==> src/rtl/data_mem_arb_pkg.sv <==
// Shared control definitions for the data-memory arbiter: memory command
// encodings and port identifiers.
package data_mem_arb_pkg;

    typedef enum logic [1:0] {
        MEMNOP = 2'b00,
        MEMWLD = 2'b01,
        MEMWST = 2'b10
    } dm_cmd_e;

    localparam logic PORT0 = 1'b0;
    localparam logic PORT1 = 1'b1;

endpackage

==> src/rtl/data_mem_arb_rr_arb2.sv <==
// Two-requester round-robin arbiter. Grants are combinational from the
// eligible requests; last_grant remembers the most recent winner so that a
// tie goes to the other port.
module rr_arb2
    import data_mem_arb_pkg::*;
(
    input  logic clk,
    input  logic reset,
    input  logic req0,
    input  logic req1,
    output logic gnt0,
    output logic gnt1
);

    logic last_grant;

    // Pick a winner: a lone requester wins, a tie goes opposite last_grant.
    always_comb begin
        gnt0 = 1'b0;
        gnt1 = 1'b0;
        if (req0 && req1) begin
            if (last_grant == PORT1) begin
                gnt0 = 1'b1;
            end else begin
                gnt1 = 1'b1;
            end
        end else if (req0) begin
            gnt0 = 1'b1;
        end else if (req1) begin
            gnt1 = 1'b1;
        end
    end

    // Remember the winner; idle cycles leave the history untouched.
    always_ff @(posedge clk or posedge reset) begin
        if (reset) begin
            last_grant <= PORT1;
        end else if (gnt0) begin
            last_grant <= PORT0;
        end else if (gnt1) begin
            last_grant <= PORT1;
        end
    end

endmodule

==> src/rtl/data_mem_arb.sv <==
// Data-memory arbiter: two request ports share one single-cycle data memory.
// Arbitration is decided from this cycle's requests and the winning access is
// driven to memory, registered, in the following cycle. Load data returns the
// cycle after the load is issued.
module data_mem_arb
    import data_mem_arb_pkg::*;
#(
    parameter int ADDR_W = 32,
    parameter int DATA_W = 128,
    parameter int CNT_W  = 16
) (
    input  logic              clk,
    input  logic              reset,
    input  logic              p0_req,
    input  logic              p0_we,
    input  logic [ADDR_W-1:0] p0_addr,
    input  logic [DATA_W-1:0] p0_wdata,
    input  logic              p1_req,
    input  logic              p1_we,
    input  logic [ADDR_W-1:0] p1_addr,
    input  logic [DATA_W-1:0] p1_wdata,
    output logic              p0_gnt,
    output logic              p1_gnt,
    output logic              rvalid,
    output logic              rport,
    output logic [DATA_W-1:0] rdata,
    output logic [ADDR_W-1:0] mem_ctrl_addr,
    output logic [DATA_W-1:0] data_in,
    output logic [1:0]        dm_ctrl_sig,
    input  logic [DATA_W-1:0] data_out,
    output logic [CNT_W-1:0]  conflict_cnt
);

    logic    elig0;
    logic    elig1;
    logic    win0;
    logic    win1;
    dm_cmd_e cmd_q;

    // A request held through its own grant cycle must not win again there.
    assign elig0 = p0_req & ~p0_gnt;
    assign elig1 = p1_req & ~p1_gnt;

    rr_arb2 u_rr_arb2 (
        .clk   (clk),
        .reset (reset),
        .req0  (elig0),
        .req1  (elig1),
        .gnt0  (win0),
        .gnt1  (win1)
    );

    // Register the winning access onto the memory command bus.
    always_ff @(posedge clk or posedge reset) begin
        if (reset) begin
            p0_gnt        <= 1'b0;
            p1_gnt        <= 1'b0;
            mem_ctrl_addr <= '0;
            data_in       <= '0;
            cmd_q         <= MEMNOP;
        end else begin
            p0_gnt <= win0;
            p1_gnt <= win1;
            if (win0) begin
                mem_ctrl_addr <= p0_addr;
                data_in       <= p0_we ? p0_wdata : '0;
                cmd_q         <= p0_we ? MEMWST : MEMWLD;
            end else if (win1) begin
                mem_ctrl_addr <= p1_addr;
                data_in       <= p1_we ? p1_wdata : '0;
                cmd_q         <= p1_we ? MEMWST : MEMWLD;
            end else begin
                mem_ctrl_addr <= '0;
                data_in       <= '0;
                cmd_q         <= MEMNOP;
            end
        end
    end

    // Flag the return cycle of a load and remember which port issued it.
    always_ff @(posedge clk or posedge reset) begin
        if (reset) begin
            rvalid <= 1'b0;
            rport  <= PORT0;
        end else begin
            rvalid <= (cmd_q == MEMWLD);
            rport  <= (cmd_q == MEMWLD) ? p1_gnt : PORT0;
        end
    end

    // Count contended cycles, sticking at all-ones.
    always_ff @(posedge clk or posedge reset) begin
        if (reset) begin
            conflict_cnt <= '0;
        end else if (elig0 && elig1 && (conflict_cnt != '1)) begin
            conflict_cnt <= conflict_cnt + CNT_W'(1);
        end
    end

    // The memory presents read data in the return cycle; mask it otherwise.
    assign rdata       = rvalid ? data_out : '0;
    assign dm_ctrl_sig = cmd_q;

endmodule
==> config.mk <==
export PLATFORM = sky130hd
export DESIGN_NAME = data_mem_arb
export DESIGN_NICKNAME = d
export VERILOG_FILES = /design/src/rtl/data_mem_arb_pkg.sv /design/src/rtl/data_mem_arb_rr_arb2.sv /design/src/rtl/data_mem_arb.sv
export SDC_FILE = /design/constraint.sdc
export NUM_CORES = 1
export LEC_CHECK = 0
export CORE_AREA = 10 10 286 288
export CTS_CLUSTER_SIZE = 12
export DETAILED_ROUTE_END_ITERATION = 10
export DIE_AREA = 0 0 296 298
export HOLD_SLACK_MARGIN = 0.06
export SLEW_MARGIN = 20
export SYNTH_ARGS = -nofsm -noshare
export SYNTH_HDL_FRONTEND = slang
export SYNTH_SLANG_ARGS = --single-unit
==> constraint.sdc <==
create_clock -name clk -period 7.5 [get_ports clk]
set_input_delay 1.5 -clock clk [delete_from_list [all_inputs] [get_ports clk]]
set_output_delay 1.5 -clock clk [all_outputs]
set_load 0.02 [all_outputs]
==> results of run 1 <==
## cells in the final DEF (no fill, tap or decap), drive strengths merged
master | netlist | layout
a21oi | 1 | 1
a22o | 160 | 160
and2 | 133 | 133
and2b | 1 | 1
and3 | 3 | 3
buf | 29 | 6
bufinv | 0 | 2
clkbuf | 20 | 17
clkdlybuf4s50 | 0 | 763
clkinv | 0 | 3
dfrtp | 182 | 182
dfstp | 1 | 1
diode | 0 | 10
ha | 1 | 1
inv | 1 | 11
mux2 | 2 | 2
mux2i | 1 | 1
nand2 | 7 | 7
nand2b | 3 | 3
nand3 | 3 | 3
nand4 | 6 | 6
nor2 | 3 | 3
nor2b | 1 | 1
nor3 | 12 | 12
nor3b | 1 | 1
nor4 | 1 | 1
nor4bb | 1 | 1
o21a | 1 | 1
o31ai | 1 | 1
or2 | 1 | 1
xor2 | 14 | 14
## cell type report
| cell class | instances | area [um^2] |
|---|---|---|
| repair buffers | 769 | 7700 |
| well taps | 978 | 1220 |
| diodes | 10 | 25.0 |
| fillers | 8086 | 58800 |
| multi-input cells | 357 | 2710 |
| clock buffers | 17 | 425 |
| inverters | 1 | 11.3 |
| clock inverters | 15 | 198 |
| flip-flops and latches | 183 | 4580 |
## path summary, 6_finish.rpt
kind | endpoint | cells past startpoint
setup / recovery | data_in[33] | 6
hold / removal | u_rr_arb2.last_grant | 1
setup reg to reg | data_in[33] | 5
hold reg to reg | u_rr_arb2.last_grant | 1
max in group asynchronous | data_in[29] | 3
min in group asynchronous | data_in[33] | 2
## critical path, cell delays in order
cell and delay [ns]:
sky130_fd_sc_hd__clkdlybuf4s50_1 0.49, sky130_fd_sc_hd__and2b_1 0.24, sky130_fd_sc_hd__o21a_2 0.76, sky130_fd_sc_hd__and2_4 0.80, sky130_fd_sc_hd__buf_4 0.61, sky130_fd_sc_hd__a22o_1 0.25
## per-layer routing
| layer | vias up | wire length (um) | part of all wire (%) |
|---|---|---|---|
| met5 | - | 224 | 0.32 |
| met4 | 34 | 1390 | 2.0 |
| met3 | 99 | 8680 | 12 |
| met2 | 527 | 33900 | 48 |
| met1 | 4009 | 26800 | 38 |
| li1 | 3603 | - | - |
## cells by family after synthesis
logic type      count (synthesis)
flops                         183
simple gates                  176
compound gates                163
buf+inv                        50
xor+xnor                       14
mux                             3
fa+ha+maj                       1
## power breakdown
| part | switching [mW] | internal, mW | total, mW |
|---|---|---|---|
| clock | 0.495 | 0.514 | 1.01 |
| sequential | 0.0581 | 1.08 | 1.14 |
| combinational | 0.523 | 0.555 | 1.08 |
| total | 1.08 | 2.15 | 3.23 |
## registers in the layout, indices dropped and copies added (netlist names)
register	flops
u_rr_arb2.last_grant	1
mem_ctrl_addr	32
conflict_cnt	16
dm_ctrl_sig	2
data_in	128
rport	1
p1_gnt	1
p0_gnt	1
rvalid	1
## stage by stage
stage          hold slack (ns)  utilization (%)  instances  setup WS [ns]  total power, mW
2_1_floorplan            0.480                -        590           1.03             1.54
3_3_place_gp             0.494             21.4       2287           2.68             2.25
3_5_place_dp             0.508             21.4       2287           2.61             2.25
4_1_cts                  0.518             22.2       2319           3.06             3.30
5_1_grt                  0.537             22.3       2323           2.89             3.38
6_report                 0.516             22.3       2330           3.05             3.23
==> implementation parameters, run 1 <==
Parameter                              Value

Route
  Total length of routed wires ... 71000 um
  Number of DRC markers after the initial detailed-route iteration ... 368
  Vias per cell ... 3.55
  Post-route DRC ... 0
  Mean routed wirelength per cell ... 30.5 um
  Count of nets left with antenna violations after detail routing ... 0
  Pre-Repair DR Iteration Count ... 5
  Via Count ... 8272

Logic synthesis
  Synth cell types ... 35
  Post-synthesis share of cell area spent on and, or, nand and nor gates ... 14.7%
  Mux share of post-synthesis cell area ... 0.483%
  Synth top cells by count ... sky130_fd_sc_hd__dfrtp_1 (182), sky130_fd_sc_hd__a22o_1 (160), sky130_fd_sc_hd__and2_1 (132), sky130_fd_sc_hd__buf_2 (25), sky130_fd_sc_hd__clkbuf_1 (20)
  Sequential area share after synthesis ... 61.0%
  Post-Synth Adder-Cell Area ... 0.167%
  Gate count after technology mapping ... 590
  Dominant combinational cell family by area after synthesis ... compound AO/OA/AOI/OAI gates
  Area leader, netlist ... sky130_fd_sc_hd__dfrtp_1
  Mean post-synth cell area ... 12.7 um^2
  Post-Syn Area ... 0.00751 mm^2
  Number of enable flip-flop cells after synthesis ... 0
  Top cells by area in the synthesized netlist ... sky130_fd_sc_hd__dfrtp_1 (61%), sky130_fd_sc_hd__a22o_1 (19%), sky130_fd_sc_hd__and2_1 (11%)
  Most instantiated library cell after synthesis ... sky130_fd_sc_hd__dfrtp_1
  Synth top area share ... 60.6%
  Syn Nets ... 1045
  Xor/xnor cell area share of the yosys netlist ... 1.63%
  Yosys warns ... 0
  Prevailing post-synth register cell ... sky130_fd_sc_hd__dfrtp_1
  Flops & latches, synth ... 183
  Async SR Flop Fraction ... 100%
  Share of the synthesized area in compound gates (AO/OA/AOI/OAI) ... 19.0%

Placed design
  Quantity of I/O buffers inserted on ports ... 763
  Estimated wirelength of the detail-placed design ... 61600 um
  Routability cong. ... 0.812
  Instance area at placement ... 0.0162 mm^2

Global route
  M3 GR Usage ... 8.09%
  Busiest metal layer after global routing ... met2
  Gr usage total ... 15.6%
  Met1 Track Usage GR ... 17.1%
  Global-route wire length before repair ... 91200 um
  Met2 usage ... 26.2%
  Remaining global-route overflow ... 0
  Antenna violations before repair ... 40
  Number of global-route vias before repair ... 9114
  Largest net degree at the start of global routing ... 130

Critical path
  Setup crit end kind ... flop
  Critical path class ... input pin to flop
  Register-to-register setup slack ... 4.04 ns
  Start of the worst register-to-register path ... p0_gnt
  Launching element of the worst setup path ... p0_req
  Crit path DAT ... 4.85 ns
  Worst setup SP type ... input pin
  Maximum fanout along the worst path ... 77
  Worst EP required ... 7.90 ns

Clocking
  Clock Latency Late Sink ... 0.47 ns
  TritonCTS clock tree ... yes
  Post-CTS clock slew at the launch and capture registers of the worst setup and hold paths ... 0.08 ns
  # resized after CTS ... 0
  Clock tree sinks ... 183
  Cell chosen for the clock root ... sky130_fd_sc_hd__clkbuf_16
  CTS H-tree lvls ... 4
  CTS buffer count ... 17
  Post-CTS setup buffer count ... 0
  Post-cts hold buffer count ... 0
  Max Buffers Root-to-Sink ... 2

Worst hold path
  Origin of the worst min-delay path ... u_rr_arb2.last_grant
  Hold/Removal Path Class ... flop to flop

Floorplanning
  Initial core utilization ... 9.93%
  Die width ... 296 um
  Core ar. ... 0.0757 mm^2
  Number of cell rows ... 101
  Die Outline Area ... 0.0882 mm^2
  I/O pins ... 764
  DIE HEIGHT ... 298 um

STA
  Count of final max-slew check failures ... 0
  Final hold vios ... 0
  Worst-case headroom to the max-slew limit ... 39.8%
  Slew of the pin with the lowest slew margin ... 0.903 ns
  RSZ-0062 raised after global routing ... no
  Minimum clock period after layout ... 4.45 ns
  F_max ... 0.225 GHz
  Final setup vio count ... 0
  Final clock skew ... 0.0132 ns
  Final period util ... 59.3%
  Summed negative setup slack over all endpoints ... 0 ns

Layout
  Share of post-route cells with drive strength above 1 ... 3.87%
  Final design area excluding fillers ... 0.0169 mm^2
  Area growth from synthesis to layout ... 125%
  Number of nets in the final layout ... 1784

Flow run
  Max-cap viol count ... 0

Power and ir drop
  Leakage Power ... 6.85 nW
  Maximum ir drop on the vdd rail ... 0.121 mV
  Power per unit of standard cell area ... 191 mW/mm^2

Outcome
  Run status ... finished, final reports clean
Note: power is estimated with default switching activity, not from simulation.
==> inputs of run 2 (changes only) <==
- clock period: 7.5 -> 4.3 ns (I/O delays scaled with it)
==> run 2 against run 1 <==
Compared with the run above:
- via count up 2.7%
- sequential share of layout area decreased by 0.14 points
- routed wire length is 3.7% higher
- clock power grew 74%
- critical endpoint is now rdata[94]
- highest routed layer unchanged
==> implementation parameters, run 2 (same netlist as run 1, synthesis figures left out) <==
Parameter                              Value

Power and ir drop
  Leakage Power ... 6.91 nW
  Power per unit of standard cell area ... 335 mW/mm^2
  Maximum ir drop on the vdd rail ... 0.210 mV

Clocking
  Cell chosen for the clock root ... sky130_fd_sc_hd__clkbuf_16
  Clock tree sinks ... 183
  # resized after CTS ... 0
  Post-CTS setup buffer count ... 0
  TritonCTS clock tree ... yes
  Max Buffers Root-to-Sink ... 2
  CTS buffer count ... 17
  Post-cts hold buffer count ... 0
  CTS H-tree lvls ... 4
  Clock Latency Late Sink ... 0.49 ns
  Post-CTS clock slew at the launch and capture registers of the worst setup and hold paths ... 0.10 ns

Layout
  Leading cell type in the layout, fill and taps excluded ... sky130_fd_sc_hd__clkdlybuf4s50_1
  Fill cells ... 8072
  Share of post-route cells with drive strength above 1 ... 4.65%
  Registers with the highest flip-flop counts ... data_in: 128 flops, mem_ctrl_addr: 32 flops, conflict_cnt: 16 flops
  Flip-flop count of the largest register, all copies and words added ... 128
  Area growth from synthesis to layout ... 126%
  Leading cell types in the layout, fill and taps excluded ... sky130_fd_sc_hd__clkdlybuf4s50_1 (763), sky130_fd_sc_hd__dfrtp_1 (181), sky130_fd_sc_hd__a22o_1 (160)
  Final design area excluding fillers ... 0.0170 mm^2
  Register with the highest flop count ... data_in
  Number of nets in the final layout ... 1796

Global route
  Gr usage total ... 16.1%
  Global-route wire length before repair ... 94700 um
  Largest net degree at the start of global routing ... 82
  Antenna violations before repair ... 42
  Remaining global-route overflow ... 0
  Number of global-route vias before repair ... 9491

Route
  Mean routed wirelength per cell ... 31.5 um
  Total length of routed wires ... 73600 um
  Pre-Repair DR Iteration Count ... 4
  Post-route DRC ... 0
  Number of DRC markers after the initial detailed-route iteration ... 321
  Vias per cell ... 3.64
  Via Count ... 8493
  Count of nets left with antenna violations after detail routing ... 0

Outcome
  Run status ... finished, final reports clean

Floorplanning
  I/O pins ... 764
  Initial core utilization ... 9.93%
  Die Outline Area ... 0.0882 mm^2
  Number of cell rows ... 101
  Die width ... 296 um
  Core ar. ... 0.0757 mm^2
  DIE HEIGHT ... 298 um

Placed design
  Estimated wirelength of the detail-placed design ... 64200 um
  Routability cong. ... 0.852
  Quantity of I/O buffers inserted on ports ... 763
  Instance area at placement ... 0.0164 mm^2

Critical path
  Maximum fanout along the worst path ... 62
  Start of the worst register-to-register path ... p0_gnt
  Register-to-register setup slack ... 2.18 ns
  Worst setup SP type ... flop
  Critical path class ... flop to primary output
  Setup crit end kind ... primary output
  Worst EP required ... 3.44 ns
  Number of cell instances on the worst register-to-register path ... 5
  Worst r2r dst ... data_in[14]
  Crit path DAT ... 2.56 ns

STA
  Worst-case headroom to the max-slew limit ... 38.8%
  Minimum clock period after layout ... 3.42 ns
  Final clock skew ... 0.0173 ns
  Slew of the pin with the lowest slew margin ... 0.916 ns
  Final setup vio count ... 0
  RSZ-0062 raised after global routing ... no
  Count of final max-slew check failures ... 0
  Final period util ... 79.5%
  Summed negative setup slack over all endpoints ... 0 ns
  F_max ... 0.293 GHz
  Final hold vios ... 0

Flow run
  Max-cap viol count ... 0

Worst hold path
  Hold/Removal Path Class ... flop to flop
  Worst hold path stage count ... 1
  End point of the most critical hold path ... conflict_cnt[15]
  Origin of the worst min-delay path ... conflict_cnt[15]
==> run 2: changes by cell type in the layout (fill, tap and decap cells not counted), moves of 2 or more <==
| cell | before | now |
|---|---|---|
| sky130_fd_sc_hd__buf_12 | 0 | 5 |
| sky130_fd_sc_hd__diode_2 | 10 | 2 |
| sky130_fd_sc_hd__buf_4 | 5 | 13 |
| sky130_fd_sc_hd__clkinv_4 | 0 | 2 |
| sky130_fd_sc_hd__inv_6 | 5 | 2 |
==> run 2: power breakdown <==
part	internal, mW	leakage, nW	switching [mW]
Sequential	1.89	2.42	0.101
Combinational	0.984	4.19	0.947
Clock	0.842	0.297	0.916
Total	3.71	6.91	1.97
==> run 2: layer usage <==
layer / vias to the layer above / track usage (%) / wire length, um
met5: - / 0 / 224
met4: 34 / 2.76 / 1000
met3: 87 / 8.34 / 8730
met2: 554 / 28.5 / 36900
met1: 4210 / 16.9 / 26800
li1: 3608 / - / -
==> run 2: final cells by class <==
class / instances / area (um^2) / share of cell area (%)
diodes: 2 / 5.00 / 0.0295
clock buffers: 18 / 429 / 2.53
clock inverters: 14 / 175 / 1.03
inverters: 1 / 7.51 / 0.0442
multi-input cells: 357 / 2710 / 16.0
flip-flops and latches: 183 / 4580 / 27.0
well taps: 978 / 1220 / 7.21
repair buffers: 781 / 7840 / 46.2
==> run 2: worst max-delay path by stage <==
| stage | from | to | cells after the start |
|---|---|---|---|
| floorplan | reset | conflict_cnt[0] | 1 |
| global placement | data_out[78] | rdata[78] | 3 |
| detailed placement | data_out[78] | rdata[78] | 3 |
| CTS | rvalid | rdata[37] | 3 |
| global route | rvalid | rdata[58] | 3 |
| finish | rvalid | rdata[94] | 3 |
==> run 2: worst max-delay path, stage by stage (launching register included) <==
cell and delay (ns):
sky130_fd_sc_hd__dfrtp_4 0.83, sky130_fd_sc_hd__buf_4 0.36, sky130_fd_sc_hd__and2_1 0.17, sky130_fd_sc_hd__clkdlybuf4s50_1 0.67
==> run 2: through the flow <==
stage / instances / hold WS, ns / setup WS, ns / power [mW] / util, %
finish: 2334 / 0.506 / 0.883 / 5.68 / 22.4
detailed placement: 2300 / 0.484 / 1.02 / 3.99 / 21.6
floorplan: 590 / 0.480 / 1.09 / 2.69 / -
global placement: 2300 / 0.490 / 1.00 / 3.98 / 21.6
CTS: 2332 / 0.501 / 0.759 / 5.82 / 22.4
global route: 2332 / 0.520 / 0.726 / 5.95 / 22.4
